File: src/rtl/calc_sequencer.sv
// Two-operand button calculator sequencer.
// Debounces the button, captures A / B+op, runs the ALU, holds the result.
module calc_sequencer #(
   parameter int WIDTH           = 8,
   parameter int DEBOUNCE_CYCLES = 4
) (
   input  logic                 clk,
   input  logic                 rst_n,
   input  logic                 button,
   input  logic [WIDTH-1:0]     din,
   input  logic [1:0]           op,
   output logic [2*WIDTH-1:0]   result,
   output logic                 busy,
   output logic                 show_result,
   output logic [1:0]           state_dbg
);

   localparam int CW = $clog2(DEBOUNCE_CYCLES + 1);
   localparam int SW = (WIDTH > 1) ? $clog2(WIDTH) : 1;
   localparam int RW = 2 * WIDTH;

   localparam logic [1:0] OP_ADD = 2'b00;
   localparam logic [1:0] OP_SUB = 2'b01;
   localparam logic [1:0] OP_MUL = 2'b10;
   localparam logic [1:0] OP_AND = 2'b11;

   typedef enum logic [1:0] {
      WAIT_A  = 2'd0,
      WAIT_B  = 2'd1,
      COMPUTE = 2'd2,
      SHOW    = 2'd3
   } state_t;

   state_t            state_q, state_d;
   logic [CW-1:0]     cnt_q, cnt_d;
   logic              db_level_q, db_level_d;
   logic              db_dly_q;
   logic              press;
   logic [WIDTH-1:0]  a_q, a_d;
   logic [WIDTH-1:0]  b_q, b_d;
   logic [1:0]        op_q, op_d;
   logic [RW-1:0]     result_q, result_d;
   logic [RW-1:0]     acc_q, acc_d;
   logic [RW-1:0]     mcand_q, mcand_d;
   logic [WIDTH-1:0]  mplier_q, mplier_d;
   logic [SW-1:0]     step_q, step_d;
   logic [RW-1:0]     a_ext, b_ext, partial;

   assign a_ext = {{WIDTH{1'b0}}, a_q};
   assign b_ext = {{WIDTH{1'b0}}, b_q};

   // Debounced level flips only after a full run of mismatching samples
   always_comb begin
      cnt_d      = '0;
      db_level_d = db_level_q;
      if (button != db_level_q) begin
         if (cnt_q == CW'(DEBOUNCE_CYCLES - 1)) begin
            db_level_d = button;
         end else begin
            cnt_d = cnt_q + CW'(1);
         end
      end
   end

   // One-cycle pulse on a debounced rising edge only
   assign press = db_level_q & ~db_dly_q;

   // Next-state and datapath; mul is shift-add, one multiplier bit per cycle
   always_comb begin
      state_d  = state_q;
      a_d      = a_q;
      b_d      = b_q;
      op_d     = op_q;
      result_d = result_q;
      acc_d    = acc_q;
      mcand_d  = mcand_q;
      mplier_d = mplier_q;
      step_d   = step_q;
      partial  = acc_q + (mplier_q[0] ? mcand_q : '0);
      unique case (state_q)
         WAIT_A: begin
            if (press) begin
               a_d     = din;
               state_d = WAIT_B;
            end
         end
         WAIT_B: begin
            if (press) begin
               b_d      = din;
               op_d     = op;
               acc_d    = '0;
               mcand_d  = a_ext;
               mplier_d = din;
               step_d   = '0;
               state_d  = COMPUTE;
            end
         end
         COMPUTE: begin
            unique case (op_q)
               OP_ADD: begin
                  result_d = a_ext + b_ext;
                  state_d  = SHOW;
               end
               OP_SUB: begin
                  result_d = {{WIDTH{1'b0}}, a_q - b_q};
                  state_d  = SHOW;
               end
               OP_AND: begin
                  result_d = a_ext & b_ext;
                  state_d  = SHOW;
               end
               OP_MUL: begin
                  acc_d    = partial;
                  mcand_d  = mcand_q << 1;
                  mplier_d = mplier_q >> 1;
                  step_d   = step_q + SW'(1);
                  if (step_q == SW'(WIDTH - 1)) begin
                     result_d = partial;
                     state_d  = SHOW;
                  end
               end
            endcase
         end
         SHOW: begin
            if (press) begin
               state_d = WAIT_A;
            end
         end
         default: state_d = WAIT_A;
      endcase
   end

   // State and datapath registers; reset drops any in-flight operation
   always_ff @(posedge clk or negedge rst_n) begin
      if (!rst_n) begin
         state_q    <= WAIT_A;
         cnt_q      <= '0;
         db_level_q <= 1'b0;
         db_dly_q   <= 1'b0;
         a_q        <= '0;
         b_q        <= '0;
         op_q       <= '0;
         result_q   <= '0;
         acc_q      <= '0;
         mcand_q    <= '0;
         mplier_q   <= '0;
         step_q     <= '0;
      end else begin
         state_q    <= state_d;
         cnt_q      <= cnt_d;
         db_level_q <= db_level_d;
         db_dly_q   <= db_level_q;
         a_q        <= a_d;
         b_q        <= b_d;
         op_q       <= op_d;
         result_q   <= result_d;
         acc_q      <= acc_d;
         mcand_q    <= mcand_d;
         mplier_q   <= mplier_d;
         step_q     <= step_d;
      end
   end

   assign result      = result_q;
   assign busy        = (state_q == COMPUTE);
   assign show_result = (state_q == SHOW);
   assign state_dbg   = state_q;

endmodule

File: config.mk
export PLATFORM = sky130hd
export DESIGN_NAME = calc_sequencer
export DESIGN_NICKNAME = d
export VERILOG_FILES = /design/src/rtl/calc_sequencer.sv
export SDC_FILE = /design/constraint.sdc
export NUM_CORES = 1
export LEC_CHECK = 0
export CORE_ASPECT_RATIO = 1.2
export CORE_MARGIN = 2
export CORE_UTILIZATION = 60
export DETAILED_ROUTE_END_ITERATION = 8
export PLACE_DENSITY = 0.81
export SLEW_MARGIN = 5
export SYNTH_ARGS = -nofsm -noshare
export SYNTH_HDL_FRONTEND = slang
export SYNTH_SLANG_ARGS = --single-unit
export TNS_END_PERCENT = 10
File: constraint.sdc
create_clock -name clk -period 6 [get_ports clk]
set_input_delay 1.2 -clock clk [delete_from_list [all_inputs] [get_ports clk]]
set_output_delay 1.2 -clock clk [all_outputs]
set_load 0.005 [all_outputs]
# After elaboration in Yosys (flattened, before gate mapping)
# Index checks and enable logic that the tools add are counted.
[totals]
elab_cells = 68
input_bits = 13
reg_bits = 84
output_inout_bits = 20
[op_classes]
n_eq_ne = 15
reduce_logical = 10
addsub = 5
n_bitwise = 3
mux = 23
[ops]
columns = ["operator", "count"]
rows = [
  ["$mux W16", 6],
  ["$pmux W16 S2", 2],
  ["$pmux W16 S4", 1],
  ["$add A16 B16 Y16", 1],
  ["$mux W8", 2],
  ["$pmux W8 S2", 1],
  ["$mux W3", 4],
  ["$add A8 B8 Y9", 1],
  ["$and A8 B8 Y8", 1],
  ["$eq A2 B2 Y1 const B", 4],
  ["$mux W2", 4],
  ["$pmux W2 S4", 1],
  ["$reduce_and A2 Y1", 4],
  ["$sub A8 B8 Y8", 1],
  ["$add A3 B1 Y3 const B", 2],
  ["$ne A2 B2 Y1 const B", 3],
  ["$pmux W3 S2", 1],
  ["$eq A2 B1 Y1 const B", 2],
  ["$logic_not A2 Y1", 2],
  ["$ne A2 B1 Y1 const B", 2],
  ["$pmux W2 S2", 1],
  ["$reduce_and A4 Y1", 1],
  ["$eq A3 B2 Y1 const B", 1],
  ["$eq A3 B3 Y1 const B", 1],
  ["other kinds (7)", 7],
]

# Longest topological paths before layout
# Gate-level depths: netlist of the first run.
[depth]
ltp_word = 4
mapped_depth = 11
mapped_depth_nobuf = 11

# Worst setup path before layout of the first run
# Ideal clock, no wire load.
[synth_timing]
path_type = "register to register"
start = "register mplier_q[0]"
end = "register result_q[14], in the netlist result[14]"
path_slack_ns = 3.483
n_path_buf = 1
stages_incl_launch_ff = 12
required_time_ns = 5.872
t_arrival_ns = 2.390
setup_time_ns = 0.128
synth_period_minus_slack_ns = 2.517
path_cell_list = "dfrtp_1 -> clkbuf_1 -> and2_1 -> ha_1 -> fa_1 -> a21oi_1 -> o21ai_1 -> a21oi_2 -> o21ai_0 -> a31oi_1 -> mux2i_1 -> o21ai_0"
[synth_via]
elab_chain_cells = 4
[synth_rtl]
columns = ["element", "line_no", "rtl"]
rows = [
  ["from (decl)", "45", "logic [WIDTH-1:0] mplier_q, mplier_d;"],
  ["from (signal assigned)", "159", "mplier_q <= mplier_d;"],
  ["$mux W16", "79", "partial = acc_q + (mplier_q[0] ? mcand_q : '0);"],
  ["$add A16 B16 Y16", "79", ""],
  ["$mux W16", "117", "if (step_q == SW'(WIDTH - 1)) begin"],
  ["$pmux W16 S4", "99", "unique case (op_q)"],
  ["to (signal assigned)", "156", "result_q <= result_d;"],
  ["to (decl)", "42", "logic [RW-1:0] result_q, result_d;"],
]
# No other way between the ends. The select of a mux whose other input is x is not followed.
# A chain may end at the register's enable or synchronous reset.

# Worst setup path after layout of the first run
[layout_timing]
start = "register state_q[0], in the netlist state_dbg[0]"
end = "output busy"
[layout_via]
elab_chain_cells = 1
[layout_rtl]
columns = ["element", "line_no", "rtl"]
rows = [
  ["from (decl)", "34", "state_t state_q, state_d;"],
  ["from (signal assigned)", "149", "state_q <= state_d;"],
  ["$eq A2 B2 Y1", "165", "assign busy = (state_q == COMPUTE);"],
  ["to (decl)", "13", "output logic busy,"],
]
# No other way between the ends.

==> impl_metrics.json, run 1 <==
{
  "min_period_ps": 3280,
  "start_kind": "register",
  "cts_root_buf": "clkbuf_8",
  "regArea_um2": 2100,
  "required_ps": 4800,
  "grt_use_total_pct": 24.8,
  "first_iter_violations": 235,
  "hpwl_um": 7470,
  "criticalPathCategory": "register to output port",
  "fin_crit_sh_pct": 54.7,
  "diodes": 0,
  "power.leakage_nw": 2.62,
  "syn-instance-count": 502,
  "grt_pass1_wl_um": 17700,
  "finalCoreUtilization_pct": 68.4,
  "fillers": 633,
  "crit_chain": "inv_1 -> ha_1 -> buf_4 -> clkdlybuf4s50_1",
  "final_cells": 624,
  "synthesis.area_um2": 4970,
  "final_net_count": 579,
  "slew_viol_final": 0,
  "synth_top_flop_cell": "dfrtp_1",
  "gp_routability_congestion": 0.943,
  "num_vias": 3675,
  "area_growth_pct": 11.4,
  "dieArea_um2": 9040,
  "core-area_um2": 8110,
  "slowest_delay_ps": 590,
  "clk_latency_ps": 350,
  "status": "completed",
  "routedWlPerCell_um": 16.6,
  "grt.overflow.total": 0,
  "cts_tree": "yes",
  "clkTransAtPathRegs_ps": 90,
  "grt_setup_unrepaired": "false",
  "max_freq_ghz": 0.305,
  "layout-drive-gt1-share_pct": 9.83,
  "timing.hold.ws_ps": 449,
  "clock_skew_ps": 12.1,
  "io_buffer_count": 32,
  "cts_buffers": 9,
  "cts.repair.resized": 0,
  "worst-slew-pin-transition_ps": 1040,
  "power.total_mw": 2.79,
  "ant_nets": 0,
  "rows": 36,
  "placed_cells": 609,
  "finalSetupTns_ps": 0,
  "irDropWorstVdd_v": 0.000382,
  "cp_max_fo": 36,
  "first_pass_iters": 4,
  "first_global_vias": 3646,
  "powerDensity_nw_per_um2": 504,
  "postSynthNetCount": 556,
  "final_common_cell": "dfrtp_1",
  "yosysWarnings": 0,
  "multiInputGateArea_um2": 2720,
  "initial_core_util_pct": 61.4,
  "critPathCaptureType": "output port",
  "grt_max_degree": 85,
  "pin_count": 33,
  "cts.sinks": 84,
  "postCtsHoldBufs": 0,
  "die_width_um": 87.1,
  "cts.path.max_buffers": 2,
  "wirelength_um": 10300,
  "grt_antenna_before_repair": 0,
  "postCtsSetupBuffers": 0,
  "synth-edff-count": 0,
  "hp-class": "register to register",
  "relSlewSlack_pct": 31.0,
  "synthArstFlopShare_pct": 100,
  "crit_arrival_ps": 2080,
  "maxCapViolCount": 0,
  "die_h_um": 104,
  "htree_levels": 3,
  "synth.distinct_cells": 53,
  "hold_violations": 0,
  "slowest_stage": "clkdlybuf4s50_1",
  "final_cell_mix": "dfrtp_1 (84), nand2_1 (73), ha_1 (38)",
  "finalSetupViolCount": 0,
  "ys_seq_elements": 84,
  "syn_area_per_cell_um2": 9.91,
  "yosysSeqAreaShare_pct": 42.3,
  "drc": 0,
  "routed_via_density": 5.89
}
[metal layers]
layer	global-route usage [%]	wire (µm)	part of all wire, %
met1	33.4	4320	42
met2	40.6	5320	51
met3	2.95	500	4.8
met4	9.67	208	2.0
met5	0	0	0
[registers in the layout, indices dropped and copies added, names as in the netlist]
register    count
acc_q          16
mcand_q        16
result         16
a_q             8
b_q             8
mplier_q        8
cnt_q           3
step_q          3
op_q            2
state_dbg       2
db_dly_q        1
db_level_q      1
[where the power goes]
part           total, mW  switching, mW  internal (mW)
clock network      0.401          0.200          0.201
logic               1.44          0.779          0.664
registers          0.947          0.191          0.756
[critical path: cells and delay by family, from the launching register on]
kind / cells / cell delay, ps
adders and majority gates: 1 / 160
buffers and inverters: 3 / 1140
DFF: 1 / 440
[cells in the mapped netlist, types with 2 or more instances]
cell | instances | share of area, %
dfrtp_1 | 84 | 42
nand2_1 | 73 | 5.5
ha_1 | 38 | 9.6
o21ai_0 | 37 | 3.7
nor2_1 | 22 | 1.7
mux2i_1 | 21 | 4.2
a21oi_1 | 20 | 2.0
mux2_2 | 20 | 4.5
nand3_1 | 20 | 2.0
inv_1 | 19 | 1.4
clkbuf_1 | 18 | 1.4
a22o_1 | 16 | 2.8
xnor2_1 | 16 | 2.8
and2_1 | 15 | 1.9
nor2b_1 | 9 | 1.1
nand2b_1 | 6 | 0.75
xor2_1 | 6 | 1.1
a21o_1 | 4 | 0.60
o21a_1 | 4 | 0.60
a31oi_1 | 3 | 0.38
buf_2 | 3 | 0.30
fa_1 | 3 | 1.2
nor3_1 | 3 | 0.30
o21bai_1 | 3 | 0.45
o221ai_1 | 3 | 0.53
a221o_1 | 2 | 0.40
a221oi_1 | 2 | 0.35
buf_1 | 2 | 0.15
o211ai_1 | 2 | 0.30
o211ai_2 | 2 | 0.50
o31ai_1 | 2 | 0.30
or2_2 | 2 | 0.25
or3_1 | 2 | 0.25
[stage by stage]
stage	cell area, µm²	setup slack (ps)
final	5540	2720
after CTS	5540	2690
after detailed placement	5350	3100
after floorplan	4970	3480
after global routing	5540	2570
after global placement	5350	3160
[final cells by class]
type	instances	share of cell area, %
tap	95	2.14
inverter	19	1.29
clock buffer	11	2.55
clock inverter	4	0.903
multi-input combinational	376	49.1
timing repair buffer	35	6.14
sequential	84	37.9
[worst paths after layout]
kind,from,end,slack [ps],cells after the start
max,state_dbg[0]$_DFFE_PN0P_,busy,2720,4
min,cnt_q[0]$_DFF_PN0_,cnt_q[0]$_DFF_PN0_,450,1
max reg2reg,state_dbg[0]$_DFFE_PN0P_,acc_q[5]$_DFFE_PN0P_,3110,8
min reg2reg,cnt_q[0]$_DFF_PN0_,cnt_q[0]$_DFF_PN0_,450,1
max in group asynchronous,rst_n,b_q[5]$_DFFE_PN0P_,4310,1
min in group asynchronous,rst_n,cnt_q[2]$_DFF_PN0_,1000,1
[cell families after synthesis]
kind of cell	share of synthesized area, %
flops	42.3
fa+ha+maj	10.8
buf+inv	3.24
compound gates	16.0
mux	9.21
xor+xnor	3.87
simple gates	14.7
No activity file was read; power rests on OpenSTA's default activity.
==> inputs of run 2 (changes only) <==
--- a/config.mk
+++ b/config.mk
@@ -7,9 +7,9 @@
 export LEC_CHECK = 0
 export CORE_ASPECT_RATIO = 1.2
 export CORE_MARGIN = 2
-export CORE_UTILIZATION = 60
+export CORE_UTILIZATION = 54
 export DETAILED_ROUTE_END_ITERATION = 8
-export PLACE_DENSITY = 0.81
+export PLACE_DENSITY = 0.77
 export SLEW_MARGIN = 5
 export SYNTH_ARGS = -nofsm -noshare
 export SYNTH_HDL_FRONTEND = slang
==> constraint.sdc (replaced) <==
create_clock -name clk -period 3 [get_ports clk]
set_input_delay 0.6 -clock clk [delete_from_list [all_inputs] [get_ports clk]]
set_output_delay 0.6 -clock clk [all_outputs]
set_load 0.005 [all_outputs]
==> run 2 against run 1 <==
Against the previous run:
- sequential share of layout area shrank 0.77 points
- worst hold slack worse by 250 ps
- clock power grew 140%
- clock skew down 0.52 ps
- setup slack lost 2400 ps
- non-clock buffer count increased by 4
- sequential power grew 100%
- clock-buffer cell count is 1 lower
- sequential cell count did not move
- routed wire length rose by 2.7%
- final area grew 2.1%
- largest cell class unchanged
- highest routed layer unchanged
==> impl_metrics.json, run 2 (synthesis gave the netlist of run 1 again) <==
{
  "clkTransAtPathRegs_ps": 90,
  "max_freq_ghz": 0.375,
  "layout-drive-gt1-share_pct": 10.9,
  "cp_max_fo": 5,
  "cts_buffers": 9,
  "crit_arrival_ps": 2910,
  "grt_max_degree": 52,
  "grt_use_total_pct": 22.4,
  "power.leakage_nw": 2.67,
  "dieArea_um2": 10000,
  "die_h_um": 109,
  "relSlewSlack_pct": 53.7,
  "io_buffer_count": 32,
  "wirelength_um": 10600,
  "hpwl_um": 7760,
  "slew_viol_final": 0,
  "dpl_cell_area_um2": 5430,
  "hold_violations": 0,
  "die_width_um": 91.6,
  "first_pass_iters": 4,
  "htree_levels": 3,
  "min_period_ps": 2670,
  "clock_skew_ps": 11.6,
  "finalSetupViolCount": 0,
  "grt.overflow.total": 0,
  "grt_antenna_before_repair": 0,
  "multiInputGateArea_um2": 2720,
  "routed_via_density": 5.78,
  "first_global_vias": 3724,
  "clk_latency_ps": 370,
  "fin_crit_sh_pct": 88.9,
  "status": "completed",
  "maxCapViolCount": 0,
  "cts_tree": "yes",
  "required_ps": 3240,
  "worst-slew-pin-transition_ps": 695,
  "start_kind": "register",
  "pin_count": 33,
  "cts.path.max_buffers": 2,
  "grt_pass1_wl_um": 17600,
  "area_growth_pct": 13.7,
  "criticalPathCategory": "register to register",
  "grt_setup_unrepaired": "false",
  "fillers": 715,
  "final_common_cell": "dfrtp_1",
  "finalSetupTns_ps": 0,
  "drc": 0,
  "regArea_um2": 2100,
  "cts_root_buf": "clkbuf_8",
  "num_vias": 3777,
  "diodes": 0,
  "initial_core_util_pct": 55.4,
  "rows": 38,
  "ant_nets": 0,
  "core-area_um2": 8990,
  "critPathCaptureType": "register",
  "final_cell_mix": "dfrtp_1 (84), nand2_1 (73), ha_1 (38)",
  "powerDensity_nw_per_um2": 1020,
  "postCtsSetupBuffers": 0,
  "irDropWorstVdd_v": 0.000575,
  "cts.sinks": 84,
  "cts.repair.resized": 0,
  "hp-class": "primary input to asynchronous set/reset pin",
  "final_net_count": 583,
  "final_area_um2": 5660,
  "first_iter_violations": 229,
  "gp_routability_congestion": 0.950,
  "postCtsHoldBufs": 0,
  "routedWlPerCell_um": 16.2
}
==> run 2: cell types whose count changed in the layout (fill, tap and decap cells not counted), sizes merged <==
cell / delta
buf: +4
bufinv: +1
clkinv: +1
clkbuf: -1
inv: +2
clkinvlp: -2
==> run 2: worst paths after layout <==
kind	start	to	slack, ps	depth (start not counted)
setup / recovery	mplier_q[0]$_DFFE_PN0P_	acc_q[14]$_DFFE_PN0P_	330	10
hold / removal	rst_n	result[5]$_DFFE_PN0P_	200	1
setup reg to reg	mplier_q[0]$_DFFE_PN0P_	acc_q[14]$_DFFE_PN0P_	330	10
hold reg to reg	cnt_q[0]$_DFF_PN0_	cnt_q[0]$_DFF_PN0_	450	1
max in group asynchronous	rst_n	result[3]$_DFFE_PN0P_	2100	2
min in group clk	cnt_q[0]$_DFF_PN0_	cnt_q[0]$_DFF_PN0_	450	1
==> run 2: cell type report <==
cell class	count	share of cell area, %
inverters	19	1.26
clock buffers	10	2.43
multi-input cells	376	48.1
repair buffers	39	6.77
well taps	120	2.65
flip-flops and latches	84	37.2
clock inverters	6	1.68
==> run 2: critical path, cell delays in order (launching register included) <==
cell and delay [ps]:
dfrtp_1 430, and2_1 160, ha_1 200, fa_1 410, a21oi_1 230, o21ai_1 120, a21oi_2 250, o21ai_0 160
a31oi_1 240, mux2i_1 230, o21ai_0 110
==> run 2: per-stage QoR <==
| step | utilization [%] | worst slack [ps] | hold slack (ps) | cells | power (mW) |
|---|---|---|---|---|---|
| after global placement | 60.4 | 503 | 430 | 638 | 4.68 |
| after detailed placement | 60.4 | 384 | 444 | 638 | 4.80 |
| after global routing | 63.0 | 222 | 216 | 654 | 6.17 |
| final | 63.0 | 332 | 196 | 654 | 5.76 |
| after floorplan | - | 483 | 304 | 502 | 3.97 |
| after CTS | 63.0 | 373 | 207 | 654 | 5.77 |
==> run 2: per-layer routing <==
layer,routed length (µm),GRT usage (%)
met1,4690,28.0
met4,218,10.4
met2,5360,37.3
met3,363,4.98
met5,0,0
==> run 2: where the power goes <==
group	leakage (nW)	switching, mW	internal (mW)
combinational	1.47	1.57	1.36
sequential	1.08	0.377	1.51
clock	0.117	0.443	0.500
==> inputs of run 3 (changes only) <==
--- a/config.mk
+++ b/config.mk
@@ -7,9 +7,8 @@
 export LEC_CHECK = 0
 export CORE_ASPECT_RATIO = 1.2
 export CORE_MARGIN = 2
-export CORE_UTILIZATION = 54
+export CORE_UTILIZATION = 40
 export DETAILED_ROUTE_END_ITERATION = 8
-export PLACE_DENSITY = 0.77
 export SLEW_MARGIN = 5
 export SYNTH_ARGS = -nofsm -noshare
 export SYNTH_HDL_FRONTEND = slang
==> run 3 against run 2 <==
Against the previous run:
- final cell count grew 6.7%
- fmax grew 0.91%
- routed wire length grew 1.1%
- worst hold slack gained 11 ps
- final area grew 3.6%
- sequential power shrank 4%
- non-clock buffer count grew 3
- clock skew shrank 1.6 ps
- combinational power grew 4%
- critical endpoint unchanged
- largest cell class unchanged
==> impl_metrics.json, run 3 (synthesis gave the netlist of run 1 again) <==
{
  "status": "completed",
  "cts.path.max_buffers": 2,
  "maxCapViolCount": 0,
  "max_freq_ghz": 0.378,
  "path_common_cell": "o21ai_0",
  "hpwl_um": 8090,
  "initial_core_util_pct": 41.1,
  "io_buffer_count": 32,
  "die_width_um": 106,
  "power.leakage_nw": 2.74,
  "min_period_ps": 2640,
  "cts.sinks": 84,
  "hold_violations": 0,
  "required_ps": 3210,
  "crit_arrival_ps": 2850,
  "final_cell_mix": "dfrtp_1 (84), nand2_1 (73), ha_1 (38)",
  "worst-slew-pin-transition_ps": 621,
  "drc": 0,
  "area_growth_pct": 17.8,
  "routed_via_density": 5.27,
  "num_vias": 3679,
  "dieArea_um2": 13300,
  "irDropWorstVdd_v": 0.000425,
  "relSlewSlack_pct": 58.5,
  "grt_setup_unrepaired": "false",
  "postCtsHoldBufs": 0,
  "fillers": 1141,
  "cts_buffers": 9,
  "cts.repair.resized": 0,
  "die_h_um": 126,
  "clk_latency_ps": 340,
  "wirelength_um": 10700,
  "first_pass_iters": 5,
  "fin_crit_sh_pct": 88.1,
  "slew_viol_final": 0,
  "grt_max_degree": 50,
  "first_global_vias": 3813,
  "grt_antenna_before_repair": 0,
  "cts_tree": "yes",
  "grt.overflow.total": 0,
  "pin_count": 33,
  "critical_path_buf_inv_count": 0,
  "first_iter_violations": 180,
  "layout-drive-gt1-share_pct": 11.4,
  "final_net_count": 586,
  "grt_use_total_pct": 17.4,
  "criticalPathCategory": "register to register",
  "critPathTopFamily": "compound AO/OA/AOI/OAI gates",
  "placed_cells": 682,
  "diodes": 0,
  "finalSetupViolCount": 0,
  "gp_routability_congestion": 0.856,
  "clock_skew_ps": 9.98,
  "finalSetupTns_ps": 0,
  "core-area_um2": 12100,
  "clkTransAtPathRegs_ps": 60,
  "routedWlPerCell_um": 15.4,
  "rows": 44,
  "final_cells": 698,
  "dpl_cell_area_um2": 5510,
  "slowest_delay_ps": 420,
  "htree_levels": 3,
  "powerDensity_nw_per_um2": 1050,
  "hp-class": "primary input to asynchronous set/reset pin",
  "start_kind": "register",
  "postCtsSetupBuffers": 0,
  "slowest_stage": "fa_1",
  "cp_max_fo": 4,
  "critPathCaptureType": "register",
  "ant_nets": 0,
  "final_common_cell": "dfrtp_1",
  "grt_pass1_wl_um": 18600,
  "final_area_um2": 5860,
  "cts_root_buf": "clkbuf_16",
  "crit_chain": "and2_1 -> ha_1 -> fa_1 -> a21oi_1 -> o21ai_1 -> a21oi_2 -> o21ai_0 -> a31oi_1 -> mux2i_1 -> o21ai_0"
}
==> run 3: cell count changes in the layout (fill, tap and decap cells not counted), sizes merged <==
cell      previous run  this run
bufinv               2         3
inv                 21        19
buf                  8        11
clkinvlp             0         1
==> run 3: final timing paths <==
path | start | end | slack, ps | cells after the start
setup / recovery | mcand_q[0]$_DFFE_PN0P_ | acc_q[14]$_DFFE_PN0P_ | 360 | 10
hold / removal | rst_n | state_dbg[1]$_DFFE_PN0P_ | 210 | 1
hold reg to reg | cnt_q[0]$_DFF_PN0_ | cnt_q[0]$_DFF_PN0_ | 450 | 1
setup reg to reg | mcand_q[0]$_DFFE_PN0P_ | acc_q[14]$_DFFE_PN0P_ | 360 | 10
min in group clk | cnt_q[0]$_DFF_PN0_ | cnt_q[0]$_DFF_PN0_ | 450 | 1
max in group asynchronous | rst_n | mcand_q[1]$_DFFE_PN0P_ | 2160 | 2
==> run 3: layout make-up <==
cell class	instances	area [µm²]	share of cell area, %
Clock buffer	10	239	4.08
Clock inverter	6	111	1.90
Inverter	19	71.3	1.22
Multi-Input combinational cell	376	2720	46.4
Sequential cell	84	2100	35.9
Tap cell	161	201	3.44
Timing Repair Buffer	42	418	7.13
==> run 3: worst register-to-register path: cells and delay by family (launching register included) <==
| kind | cells | cell delay (ps) |
|---|---|---|
| compound gates | 6 | 1120 |
| fa+ha+maj | 2 | 620 |
| flops | 1 | 390 |
| mux | 1 | 240 |
| simple gates | 1 | 160 |
==> run 3: stage by stage <==
stage / utilization, % / setup slack, ps / total power, mW / hold WS, ps
after floorplan: - / 483 / 3.97 / 304
after global placement: 45.5 / 414 / 4.79 / 428
after detailed placement: 45.5 / 367 / 4.88 / 453
after CTS: 48.4 / 353 / 6.21 / 226
after global routing: 48.4 / 240 / 6.63 / 242
final: 48.4 / 356 / 6.14 / 208
==> run 3: per-layer routing <==
| metal | global-route usage, % | part of all wire, % |
|---|---|---|
| met2 | 29.7 | 50 |
| met4 | 7.12 | 2.8 |
| met1 | 22.0 | 45 |
| met3 | 2.85 | 2.3 |
| met5 | 0 | 0 |
==> run 3: power breakdown <==
group / switching (mW) / leakage (nW) / internal [mW]
logic: 1.65 / 1.49 / 1.39
registers: 0.301 / 1.08 / 1.52
clock network: 0.450 / 0.169 / 0.836
